==> src/rtl/wdq_sequencer.sv <==
// rtl/wdq_sequencer.sv - DDR2 write-data sequencer: buffers write data and launches ODDR beat pairs at write latency
// Optional feature macro: WDQ_ERRCHECK_EN (sticky ErrFlags {spacing, underflow, overflow}; tied to 0 when undefined)
module wdq_sequencer #(
   parameter int DQ_WIDTH  = 64,
   parameter int DEPTH     = 8,
   parameter int WR_LAT    = 3,
   parameter int BURST_CYC = 2
) (
   input  logic                    MCLK90,
   input  logic                    ResetN,
   input  logic [2*DQ_WIDTH-1:0]   WdIn,
   input  logic                    WdValid,
   output logic                    WdReady,
   input  logic                    WriteCmd,
   output logic [DQ_WIDTH-1:0]     WbufQ0,
   output logic [DQ_WIDTH-1:0]     WbufQ1,
   output logic                    ReadWB,
   output logic                    DqsEn,
   output logic [$clog2(DEPTH):0]  Level,
   output logic [2:0]              ErrFlags
);
   localparam int AW = $clog2(DEPTH);
   localparam int LW = AW + 1;
   localparam int PL = (WR_LAT > 1) ? WR_LAT - 1 : 1;
   localparam int PT = (WR_LAT > 1) ? WR_LAT - 2 : 0;
   localparam int CW = (BURST_CYC > 1) ? $clog2(BURST_CYC) : 1;
   localparam int RW = $clog2(BURST_CYC + 1);
   localparam logic [LW-1:0] FULL = LW'(DEPTH);
   localparam logic [LW-1:0] BC_L = LW'(BURST_CYC);
   localparam logic [CW-1:0] LAST = CW'(BURST_CYC - 1);
   localparam logic [RW-1:0] BC_R = RW'(BURST_CYC);

   typedef enum logic {S_IDLE, S_BURST} state_t;

   logic [2*DQ_WIDTH-1:0] mem_q [DEPTH];
   logic [AW-1:0]         wr_ptr_q, rd_ptr_q;
   logic [LW-1:0]         level_q;
   logic [PL-1:0]         pipe_q;
   logic [RW-1:0]         since_q;
   state_t                state_q;
   logic [CW-1:0]         cnt_q;
   logic [RW-1:0]         rem_q;
   logic [DQ_WIDTH-1:0]   q0_q, q1_q;
   logic                  readwb_q, dqs_q;

   logic                  push, pop, cmd_ok, start_tap, pre_tap;
   logic                  last_beat, new_burst, beat_next;
   logic [PL:0]           sr;
   logic [RW-1:0]         avail, src, rem_d;
   logic [2*DQ_WIDTH-1:0] rd_data;

   assign WdReady   = (level_q != FULL);
   assign push      = WdValid & WdReady;
   // Commands closer than one burst to the last accepted one never enter the pipeline.
   assign cmd_ok    = WriteCmd & (since_q >= BC_R);
   // sr[0] is the command cycle itself, sr[k] the command k cycles ago.
   assign sr        = {pipe_q, cmd_ok};
   assign start_tap = sr[WR_LAT-1];
   assign pre_tap   = (WR_LAT > 1) ? sr[PT] : 1'b0;

   assign last_beat = (state_q == S_BURST) && (cnt_q == LAST);
   assign new_burst = start_tap & ((state_q == S_IDLE) | last_beat);
   assign beat_next = new_burst | ((state_q == S_BURST) & ~last_beat);

   // Entries that exist at burst start bound the pops; missing beats go out as zero.
   assign avail     = (level_q < BC_L) ? RW'(level_q) : BC_R;
   assign src       = new_burst ? avail : rem_q;
   assign pop       = beat_next & (src != '0);
   assign rem_d     = beat_next ? (src - RW'(pop)) : '0;
   assign rd_data   = mem_q[rd_ptr_q];

   assign WbufQ0    = q0_q;
   assign WbufQ1    = q1_q;
   assign ReadWB    = readwb_q;
   // With WR_LAT=1 the preamble is the command cycle, so it cannot come from a register.
   assign DqsEn     = dqs_q | ((WR_LAT == 1) && cmd_ok);
   assign Level     = level_q;

   // Storage array: written on accepted pushes, no reset needed.
   always_ff @(posedge MCLK90) begin
      if (push) mem_q[wr_ptr_q] <= WdIn;
   end

   // FIFO pointers and occupancy.
   always_ff @(posedge MCLK90 or negedge ResetN) begin
      if (!ResetN) begin
         wr_ptr_q <= '0;
         rd_ptr_q <= '0;
         level_q  <= '0;
      end else begin
         if (push) wr_ptr_q <= wr_ptr_q + 1'b1;
         if (pop)  rd_ptr_q <= rd_ptr_q + 1'b1;
         level_q <= level_q + LW'(push) - LW'(pop);
      end
   end

   // Launch pipeline and command-spacing counter.
   always_ff @(posedge MCLK90 or negedge ResetN) begin
      if (!ResetN) begin
         pipe_q  <= '0;
         since_q <= BC_R;
      end else begin
         pipe_q <= sr[PL-1:0];
         if (cmd_ok)               since_q <= RW'(1);
         else if (since_q < BC_R)  since_q <= since_q + 1'b1;
      end
   end

   // Burst state machine with registered beat, ReadWB and DqsEn outputs.
   always_ff @(posedge MCLK90 or negedge ResetN) begin
      if (!ResetN) begin
         state_q  <= S_IDLE;
         cnt_q    <= '0;
         rem_q    <= '0;
         q0_q     <= '0;
         q1_q     <= '0;
         readwb_q <= 1'b0;
         dqs_q    <= 1'b0;
      end else begin
         rem_q    <= rem_d;
         readwb_q <= beat_next;
         dqs_q    <= beat_next | pre_tap;
         q0_q     <= pop ? rd_data[DQ_WIDTH-1:0] : '0;
         q1_q     <= pop ? rd_data[2*DQ_WIDTH-1:DQ_WIDTH] : '0;
         case (state_q)
            S_IDLE: begin
               if (start_tap) begin
                  state_q <= S_BURST;
                  cnt_q   <= '0;
               end
            end
            default: begin
               if (last_beat) begin
                  cnt_q <= '0;
                  if (!start_tap) state_q <= S_IDLE;
               end else begin
                  cnt_q <= cnt_q + 1'b1;
               end
            end
         endcase
      end
   end

`ifdef WDQ_ERRCHECK_EN
   logic [2:0] err_q;

   // Sticky error flags, cleared only by reset.
   always_ff @(posedge MCLK90 or negedge ResetN) begin
      if (!ResetN) begin
         err_q <= '0;
      end else begin
         err_q <= err_q | {WriteCmd & ~cmd_ok,
                           new_burst & (level_q < BC_L),
                           WdValid & ~WdReady};
      end
   end

   assign ErrFlags = err_q;
`else
   assign ErrFlags = 3'b000;
`endif

endmodule

==> config.mk <==
export PLATFORM = sky130hd
export DESIGN_NAME = wdq_sequencer
export DESIGN_NICKNAME = d
export VERILOG_FILES = /design/src/rtl/wdq_sequencer.sv
export SDC_FILE = /design/constraint.sdc
export NUM_CORES = 1
export LEC_CHECK = 0
export BUFFER_PORTS_ARGS = -buffer_cell sky130_fd_sc_hd__buf_2
export CORE_MARGIN = 3
export CORE_UTILIZATION = 35
export DETAILED_ROUTE_END_ITERATION = 16
export PLACE_DENSITY = 0.52
export SYNTH_ARGS = -nofsm -noshare
export SYNTH_HDL_FRONTEND = slang
export SYNTH_SLANG_ARGS = --single-unit
==> constraint.sdc <==
create_clock -name MCLK90 -period 18.8 [get_ports MCLK90]
set_input_delay 3.76 -clock MCLK90 [delete_from_list [all_inputs] [get_ports MCLK90]]
set_output_delay 3.76 -clock MCLK90 [all_outputs]
set_load 0.1 [all_outputs]
==> run_results.csv, run 1 <==
group,metric,value,unit
clocking,cts.sinks,1172,
clocking,postCtsSetupRepairBufs,0,
global_route,grt_max_degree,129,
synth,netlist_area,43900,um2
synth,synth_common_cells,"edfxtp_1, mux2i_1, a22oi_1, dfrtp_1, and3_1",
synth,synth-seq-cells,1172,
global_route,track_usage,15.4,%
sta,fin_skew,0.0222,ns
synth,synth_top_area_share,70.0,%
synth,synth-edff-count,1024,
synth,synthArstFlopShare,12.6,%
clocking,insertion_delay,0.73,ns
global_route,antenna_found_initial,50,
die,rows,129,
global_route,overflow,0,
synth,synth_most_common_cell,"edfxtp_1",
synth,synth_ff_type,"edfxtp_1",
final_layout,layout.nets,2714,
sta,layout_setup_ws,12.95,ns
clocking,cts_root_buf,"clkbuf_16",
worst_setup_path,end_kind,"output pin",
die,die_area,130000,um2
die,chipHeight,360,um
sta,max-slew-margin-rel,20.1,%
die,io_pins,270,
sta,period_minus_slack,5.85,ns
job,drv_cap,0,
synth,ys_types,40,
sta,fin_tns_setup,0,ns
worst_setup_path,critPathLaunchType,"flop",
place,gp_congestion,0.693,
synth,syn_inst,2272,
synth,seq_area_frac_synth,78.5,%
clocking,cts_hold_buf,0,
sta,worstMarginPinSlew,1.20,ns
place,hpwl,52.6,mm
clocking,clkTransAtPathRegs,0.06,ns
synth,synthTopCellsByArea,"edfxtp_1, mux2i_1, dfrtp_1, a22oi_1, and3_1",
routing,wl,101,mm
sta,rsz0062_at_grt,"false",
clocking,cts_tree,"yes",
sta,setup_viol_count_final,0,
routing,drtIter0Drc,1493,
worst_setup_path,worstPathRequired,15.04,ns
global_route,grt_pass1_wl,149,mm
clocking,ctsResizeCount,0,
routing,ant_nets,0,
routing,viasPerCell,4.95,
routing,wl_per_cell,23.3,um
power,powerDensity,170,nW/um2
clocking,cts_inserted_buffers,130,
clocking,clock_path_buffers,3,
final_layout,final_util,41.0,%
synth,ys_warn_count,0,
worst_setup_path,crit_fanout,4,
place,place_ws,12.18,ns
power,irDropWorstVdd,160,uV
global_route,first_global_vias,22500,
place,io_buffers,266,
die,start_util,35.4,%
sta,slew_violations,0,
outcome,outcome,"complete, no violations",
synth,syn_area_per_cell,19.3,um2
power,p_leak,19.0,nW
synth,yosysTopAreaCell,"edfxtp_1",
sta,hold_ws,0.374,ns
sta,hold_viol_final,0,
routing,drc_errors,0,
die,fp.dieW,360,um
worst_setup_path,path_class,"flop to output pin",
final_layout,drive_gt1_share,18.7,%
routing,first_pass_iters,5,
worst_setup_path,crit_arrival,2.09,ns
routing,via_count,21400,
final_layout,syn_to_final_growth,15.9,%
sta,fin_crit_sh,31.1,%
power,total_power,8.66,mW
die,coreArea,124000,um2
hold_path,hold_class,"flop to flop",
clocking,htreeDepth,4,
sta,fmax,171,MHz
-- power by group --
group          switching (mW)  internal [mW]
logic                    1.96          0.758
registers               0.134           3.30
clock network            1.01           1.51
-- path summary, 6_finish.rpt --
check                       startpoint          to  slack, ns  cells past startpoint
max                           Level[2]     WdReady      12.95                      4
min                          pipe_q[0]   pipe_q[1]       0.37                      0
max reg2reg                rd_ptr_q[1]  WbufQ1[52]      14.97                      5
min reg2reg                  pipe_q[0]   pipe_q[1]       0.37                      0
max in group asynchronous       ResetN  WbufQ1[45]      14.70                      2
min in group asynchronous       ResetN  WbufQ0[53]       2.96                      1
-- routing by layer --
layer	up-vias	routed length, um	GRT usage [%]
li1	9706	-	-
met5	-	128	0
met4	18	2310	4.88
met2	510	51000	26.5
met1	11000	42200	19.1
met3	205	5420	3.96
-- cell usage in the layout, fill, tap and decap left out, drive strengths merged --
master and instances:
clkbuf 163, o21ai 2, inv 16, and3 128
mux2 2, nand2b 8, a22oi 256, conb 3
buf 294, and2 1, clkinv 54, fa 1
nor2b 3, mux2i 512, dfstp 1, bufinv 13
nor2 7, or3 1, and2b 1, clkinvlp 3
o21a 1, a21o 1, a21boi 1, or2 1
o22ai 1, diode 15, o211ai 1, nor3 3
ha 10, edfxtp 1024, xor2 5, or3b 1
nand2 6, xnor2 3, a21oi 3, dfrtp 147
nand3 2
-- worst max-delay path, stage by stage (launching register included) --
cell	delay, ns
dfrtp_1	0.38
inv_1	0.11
ha_1	0.15
or3b_1	0.42
buf_2	0.33
-- sequential cells by signal (all words and copies together), names as in the netlist, 2 cells and up --
register  flops
mem_q      1024
WbufQ0       64
WbufQ1       64
Level         4
rd_ptr_q      3
wr_ptr_q      3
pipe_q        2
rem_q         2
since_q       2
-- kinds of logic after synthesis --
logic type	Yosys count	share of synthesized area [%]
flip-flops	1172	78.5
multiplexers	514	11.7
AO/OA/AOI/OAI	266	4.53
AND/OR/NAND/NOR	162	2.23
buffers and inverters	138	2.56
adder cells (fa/ha/maj)	11	0.330
XOR/XNOR	8	0.160
other	1	0.00854
-- through the flow --
stage | area, um2 | instances
final | 50900 | 4331
after global routing | 50900 | 4321
after CTS | 50900 | 4316
after detailed placement | 46600 | 4076
after global placement | 46600 | 4076
after floorplan | 43900 | 2274
-- cell type report --
class	instances	area, um2
multi-input cells	964	8430
flip-flops and latches	1172	34500
diodes	15	37.5
repair buffers	295	1630
well taps	1637	2050
clock inverters	78	783
clock buffers	162	3500
fillers	11000	73200
inverters	8	30.0
Note: power is estimated with default switching activity, not from simulation.
==> run 2, diff against run 1 <==
==> constraint.sdc (replaced) <==
create_clock -name MCLK90 -period 5.55 [get_ports MCLK90]
set_input_delay 1.11 -clock MCLK90 [delete_from_list [all_inputs] [get_ports MCLK90]]
set_output_delay 1.11 -clock MCLK90 [all_outputs]
set_load 0.1 [all_outputs]
==> run 2 against run 1 <==
Compared with the run above:
- utilization is 0.22 points lower
- count of clock-buffer cells in the layout up 1
- die area did not move
- largest cell class unchanged
==> run_results.csv, run 2 (same netlist as run 1, synthesis figures left out) <==
group,metric,value,unit
routing,wl_per_cell,23.5,um
worst_setup_path,end_kind,"output pin",
clocking,insertion_delay,0.69,ns
clocking,ctsResizeCount,0,
worst_setup_path,path_buf_inv,2,
clocking,clock_path_buffers,3,
power,irDropWorstVdd,477,uV
routing,drtIter0Drc,1512,
sta,rsz0062_at_grt,"false",
power,power_frac_seq,41.1,%
clocking,cts.sinks,1172,
global_route,antenna_found_initial,50,
final_layout,layout.nets,2697,
worst_setup_path,worstPathRequired,4.44,ns
final_layout,nFillCells,11000,
worst_setup_path,critPathLaunchType,"flop",
die,chipHeight,360,um
global_route,track_usage,15.4,%
power,p_int,18.4,mW
power,p_switching,10.2,mW
routing,drc_errors,0,
clocking,htreeDepth,3,
die,rows,129,
worst_setup_path,cp_top_family,"buffers and inverters",
place,dpl.cell_count,4073,
die,start_util,35.4,%
routing,via_count,21500,
clocking,cts_root_buf,"clkbuf_16",
place,io_buffers,266,
die,coreArea,124000,um2
sta,fin_skew,0.0226,ns
sta,hold_viol_final,0,
sta,setup_viol_count_final,0,
final_layout,final_util,40.8,%
final_layout,top_register,"mem_q",
final_layout,mostFrequentLayoutCells,"edfxtp_1, mux2i_1, buf_2",
final_layout,finalNonFillerCells,4309,
clocking,cts_hold_buf,0,
final_layout,largest_reg_flops,1024,
worst_setup_path,crit_slowest_cell,"dfrtp_2",
global_route,first_global_vias,22600,
hold_path,hold_class,"flop to flop",
sta,slew_violations,0,
power,swShare,35.7,%
die,io_pins,270,
routing,first_pass_iters,5,
job,drv_cap,0,
routing,viasPerCell,4.98,
power,powerDensity,564,nW/um2
place,gp_congestion,0.702,
worst_setup_path,path_class,"flop to output pin",
sta,period_minus_slack,3.15,ns
global_route,grt_pass1_wl,150,mm
sta,worstMarginPinSlew,1.13,ns
worst_setup_path,path_cells,"inv_1 > ha_1 > or3b_4 > buf_2",
routing,wl,101,mm
power,comb_power_share,31.6,%
global_route,grt_max_degree,133,
worst_setup_path,crit_arrival,2.04,ns
power,p_leak,18.9,nW
sta,max-slew-margin-rel,24.8,%
place,place_ws,2.15,ns
power,total_power,28.6,mW
final_layout,final_common_cell,"edfxtp_1",
sta,fmax,318,MHz
final_layout,syn_to_final_growth,15.3,%
die,fp.dieW,360,um
clocking,clkTransAtPathRegs,0.06,ns
routing,ant_nets,0,
sta,layout_setup_ws,2.40,ns
clocking,cts_inserted_buffers,116,
clocking,cts_tree,"yes",
final_layout,drive_gt1_share,18.5,%
worst_setup_path,max_stage_delay,0.40,ns
worst_setup_path,crit_fanout,4,
place,hpwl,51.5,mm
sta,fin_crit_sh,56.7,%
clocking,postCtsSetupRepairBufs,0,
sta,fin_tns_setup,0,ns
global_route,overflow,0,
die,die_area,130000,um2
power,pwr-share-clk,27.3,%
outcome,outcome,"complete, no violations",
run 2: cell types whose count changed in the layout (fill, tap and decap cells not counted), moves of 10 or more:
cell       before  now
clkinv_1       27   17
buf_12          6   18
clkbuf_8        3   17
buf_4          23    8
clkbuf_16     135  116
run 2: stage by stage:
step                      cell area, um2  hold slack (ns)
final                              50600            0.377
after global routing               50600            0.401
after CTS                          50600            0.378
after detailed placement           46700            0.371
after global placement             46700            0.371
after floorplan                    44000            0.348
run 2: worst reg2reg max path, stage by stage (launching register included):
cell and delay [ns]:
dfrtp_2 0.40, inv_1 0.11, ha_1 0.17, nand2b_1 0.12, o211ai_2 0.22, nand2_4 0.52
ha_1 0.54, inv_1 0.04, ha_1 0.20, fa_1 0.41, xor2_1 0.15
run 2: power by group through the flow:
stage / Clock (mW) / Sequential [mW] / Combinational (mW)
floorplan: 0 / 13.9 / 5.10
global placement: 0 / 11.9 / 9.10
detailed placement: 0 / 12.0 / 9.20
CTS: 8.01 / 11.8 / 9.23
global route: 8.40 / 11.9 / 9.66
finish: 7.80 / 11.7 / 9.02
run 2: metal layers:
layer | GRT usage (%) | up-vias | wire length [um]
met5 | 0 | - | 172
met4 | 3.63 | 26 | 1980
met3 | 3.85 | 175 | 5880
met2 | 26.7 | 490 | 50900
met1 | 19.4 | 11100 | 42400
li1 | - | 9659 | -
run 2: final timing paths:
kind	start	endpoint	slack, ns	cells past startpoint
hold reg to reg	pipe_q[0]	pipe_q[1]	0.38	0
hold / removal	pipe_q[0]	pipe_q[1]	0.38	0
min in group asynchronous	ResetN	WbufQ0[54]	0.54	1
setup reg to reg	Level[2]	Level[2]	2.57	10
max in group asynchronous	ResetN	WbufQ1[47]	4.01	2
setup / recovery	Level[2]	WdReady	2.40	4
run 2: cell type report:
cell class | count | area, um2 | area share [%]
flip-flops and latches | 1172 | 34500 | 68.0
clock buffers | 163 | 3260 | 6.43
well taps | 1637 | 2050 | 4.04
inverters | 8 | 30.0 | 0.0593
repair buffers | 292 | 1760 | 3.48
diodes | 14 | 35.0 | 0.0692
clock inverters | 59 | 606 | 1.20
multi-input cells | 964 | 8450 | 16.7
==> run 3, diff against run 2 <==
--- a/config.mk
+++ b/config.mk
@@ -5,6 +5,7 @@
 export SDC_FILE = /design/constraint.sdc
 export NUM_CORES = 1
 export LEC_CHECK = 0
+export ABC_AREA = 1
 export BUFFER_PORTS_ARGS = -buffer_cell sky130_fd_sc_hd__buf_2
 export CORE_MARGIN = 3
 export CORE_UTILIZATION = 35
==> constraint.sdc (replaced) <==
create_clock -name MCLK90 -period 2.9 [get_ports MCLK90]
set_input_delay 0.58 -clock MCLK90 [delete_from_list [all_inputs] [get_ports MCLK90]]
set_output_delay 0.58 -clock MCLK90 [all_outputs]
set_load 0.1 [all_outputs]
==> run 3 against run 2 <==
Compared with the run above:
- first-iteration DRC count is 19% higher
- count of clock-buffer cells in the layout is 19 higher
- area after synthesis grew 4.2%
- sequential share of layout area down 4.3 points
- routed wire length grew 12%
- power up 110%
- clock power rose by 120%
- synthesized cell count increased by 67%
- die area rose by 4.1%
- clock skew grew 0.017 ns
- critical path type is now flop to flop
- largest cell class unchanged
==> run_results.csv, run 3 <==
group,metric,value,unit
synth,synth_mux_area_share,0,%
worst_setup_path,crit_fanout,4,
routing,viasPerCell,4.66,
synth,synthTopCellsByArea,"edfxtp_1, nand2_1, dfrtp_1, nand3_1, nor2_2",
die,fp.dieW,368,um
die,start_util,35.3,%
die,chipHeight,368,um
sta,fin_skew,0.0395,ns
synth,ys_types,25,
final_layout,largest_reg_flops,1024,
synth,synth_most_common_cell,"nand2_1",
synth,netlist_area,45800,um2
sta,rsz0062_at_grt,"false",
clocking,insertion_delay,0.78,ns
place,dpl.cell_count,5669,
die,die_area,135000,um2
clocking,postCtsSetupRepairBufs,0,
worst_setup_path,crit_arrival,3.19,ns
synth,yosysTopAreaCell,"edfxtp_1",
sta,slew_violations,0,
worst_setup_path,cp_top_family,"adder cells",
synth,synth_ff_type,"edfxtp_1",
power,powerDensity,1120,nW/um2
clocking,htreeDepth,4,
final_layout,finalNonFillerCells,5939,
clocking,clkTransAtPathRegs,0.06,ns
synth,synth-edff-count,1024,
worst_setup_path,r2r_setup_slack,0.34,ns
power,irDropWorstVdd,936,uV
synth,synthArstFlopShare,12.6,%
sta,setup_viol_count_final,0,
global_route,grt_max_degree,168,
synth,ys_warn_count,0,
worst_setup_path,path_cells,"inv_4 > ha_1 > inv_1 > nor2_1 > nand3_1 > nand2_1 > nand2_2 > nand2_8 > inv_1 > ha_1 > inv_1 > ha_1 > fa_1 > xor2_1",
clocking,cts_tree,"yes",
global_route,overflow,0,
final_layout,final_common_cell,"nand2_1",
global_route,track_usage,16.9,%
sta,fin_crit_sh,88.1,%
sta,period_minus_slack,2.56,ns
routing,drc_errors,0,
place,hpwl,61.2,mm
clocking,cts_inserted_buffers,135,
synth,synth_top_area_share,67.2,%
synth,seq_area_frac_synth,75.3,%
sta,max-slew-margin-rel,34.5,%
hold_path,hold_class,"primary input to flop",
routing,via_count,27700,
worst_setup_path,path_class,"flop to flop",
synth,synth_xor_area_share,0.0766,%
place,gp_congestion,0.728,
final_layout,top_register,"mem_q",
final_layout,nFillCells,12000,
routing,wl,113,mm
worst_setup_path,critPathLaunchType,"flop",
final_layout,syn_to_final_growth,18.2,%
power,total_power,60.8,mW
die,coreArea,130000,um2
global_route,first_global_vias,27700,
clocking,cts_root_buf,"clkbuf_16",
routing,first_pass_iters,5,
die,io_pins,270,
synth,synth-seq-cells,1172,
sta,hold_viol_final,0,
final_layout,layout.nets,4213,
synth,synthAdderAreaFrac,0.317,%
job,drv_cap,0,
sta,hold_ws,0.0822,ns
routing,ant_nets,0,
clocking,cts.sinks,1172,
synth,synth_common_cells,"nand2_1, edfxtp_1, nand3_1, dfrtp_1, buf_2",
sta,worstMarginPinSlew,0.983,ns
synth,syn_inst,3789,
worst_setup_path,max_stage_delay,0.49,ns
synth,synth_top_family_by_area,"simple AND/OR/NAND/NOR gates",
outcome,outcome,"complete, no violations",
routing,wl_per_cell,19.1,um
worst_setup_path,worstPathRequired,3.54,ns
final_layout,mostFrequentLayoutCells,"nand2_1, edfxtp_1, nand3_1",
place,io_buffers,266,
worst_setup_path,end_kind,"flop",
synth,syn_area_per_cell,12.1,um2
clocking,clock_path_buffers,3,
routing,drtIter0Drc,1795,
synth,synth_simple_gate_area_share,21.2,%
final_layout,drive_gt1_share,15.9,%
global_route,grt_pass1_wl,174,mm
synth,synth_compound_area_share,0.0875,%
global_route,antenna_found_initial,28,
power,p_leak,21.3,nW
sta,fmax,391,MHz
die,rows,132,
worst_setup_path,path_buf_inv,4,
worst_setup_path,crit_slowest_cell,"dfrtp_4",
-- run 3: path summary, 6_finish.rpt --
check,start,endpoint,depth (start not counted)
max,Level[2],Level[2],14
min,WdIn[120],mem_q[0][120],1
max reg2reg,Level[2],Level[2],14
min reg2reg,pipe_q[0],pipe_q[1],0
max in group asynchronous,ResetN,since_q[0],4
min in group asynchronous,ResetN,WbufQ0[20],2
-- run 3: stage by stage --
stage / instance area (um2) / TNS, ns / setup slack, ns / util, %
after floorplan: 45900 / -833.88 / -0.847 / -
after global routing: 54100 / 0 / 0.159 / 41.7
final: 54100 / 0 / 0.344 / 41.7
after global placement: 49500 / 0 / 0.273 / 38.2
after detailed placement: 49500 / 0 / 0.355 / 38.2
after CTS: 54100 / 0 / 0.318 / 41.7
-- run 3: logic make-up after synthesis --
logic type,Yosys count
XOR/XNOR,4
AO/OA/AOI/OAI,8
other,1
adder cells (fa/ha/maj),11
buffers and inverters,237
AND/OR/NAND/NOR,2356
flip-flops,1172
-- run 3: layout make-up --
cell class | instances | area [um2] | area share (%)
Clock inverter | 68 | 812 | 1.50
Sequential cell | 1172 | 34500 | 63.7
Clock buffer | 182 | 3720 | 6.87
Antenna cell | 14 | 35.0 | 0.0648
Timing Repair Buffer | 358 | 2710 | 5.01
Tap cell | 1742 | 2180 | 4.03
Inverter | 21 | 110 | 0.204
Multi-Input combinational cell | 2382 | 10100 | 18.6
-- run 3: where the power goes --
group          leakage, nW  internal [mW]  switching (mW)  total (mW)
combinational         7.92           5.33            16.4        21.8
clock                 2.19           9.95            7.03        17.0
sequential            11.2           21.3           0.715        22.0
-- run 3: repair_timing --
| item | CTS | global route |
|---|---|---|
| endpoints found under the hold margin | 148 | 0 |
| gates resized for setup | 0 | 0 |
| endpoints found under the setup margin | 0 | 0 |
| hold buffers | 6 | 0 |
-- run 3: layer usage --
layer / part of all wire, % / vias up / global-route usage, %
met1: 44 / 13500 / 21.6
li1: - / 13500 / -
met5: 0.024 / - / 0
met3: 4.0 / 201 / 3.14
met2: 50 / 498 / 28.7
met4: 2.6 / 4 / 6.00
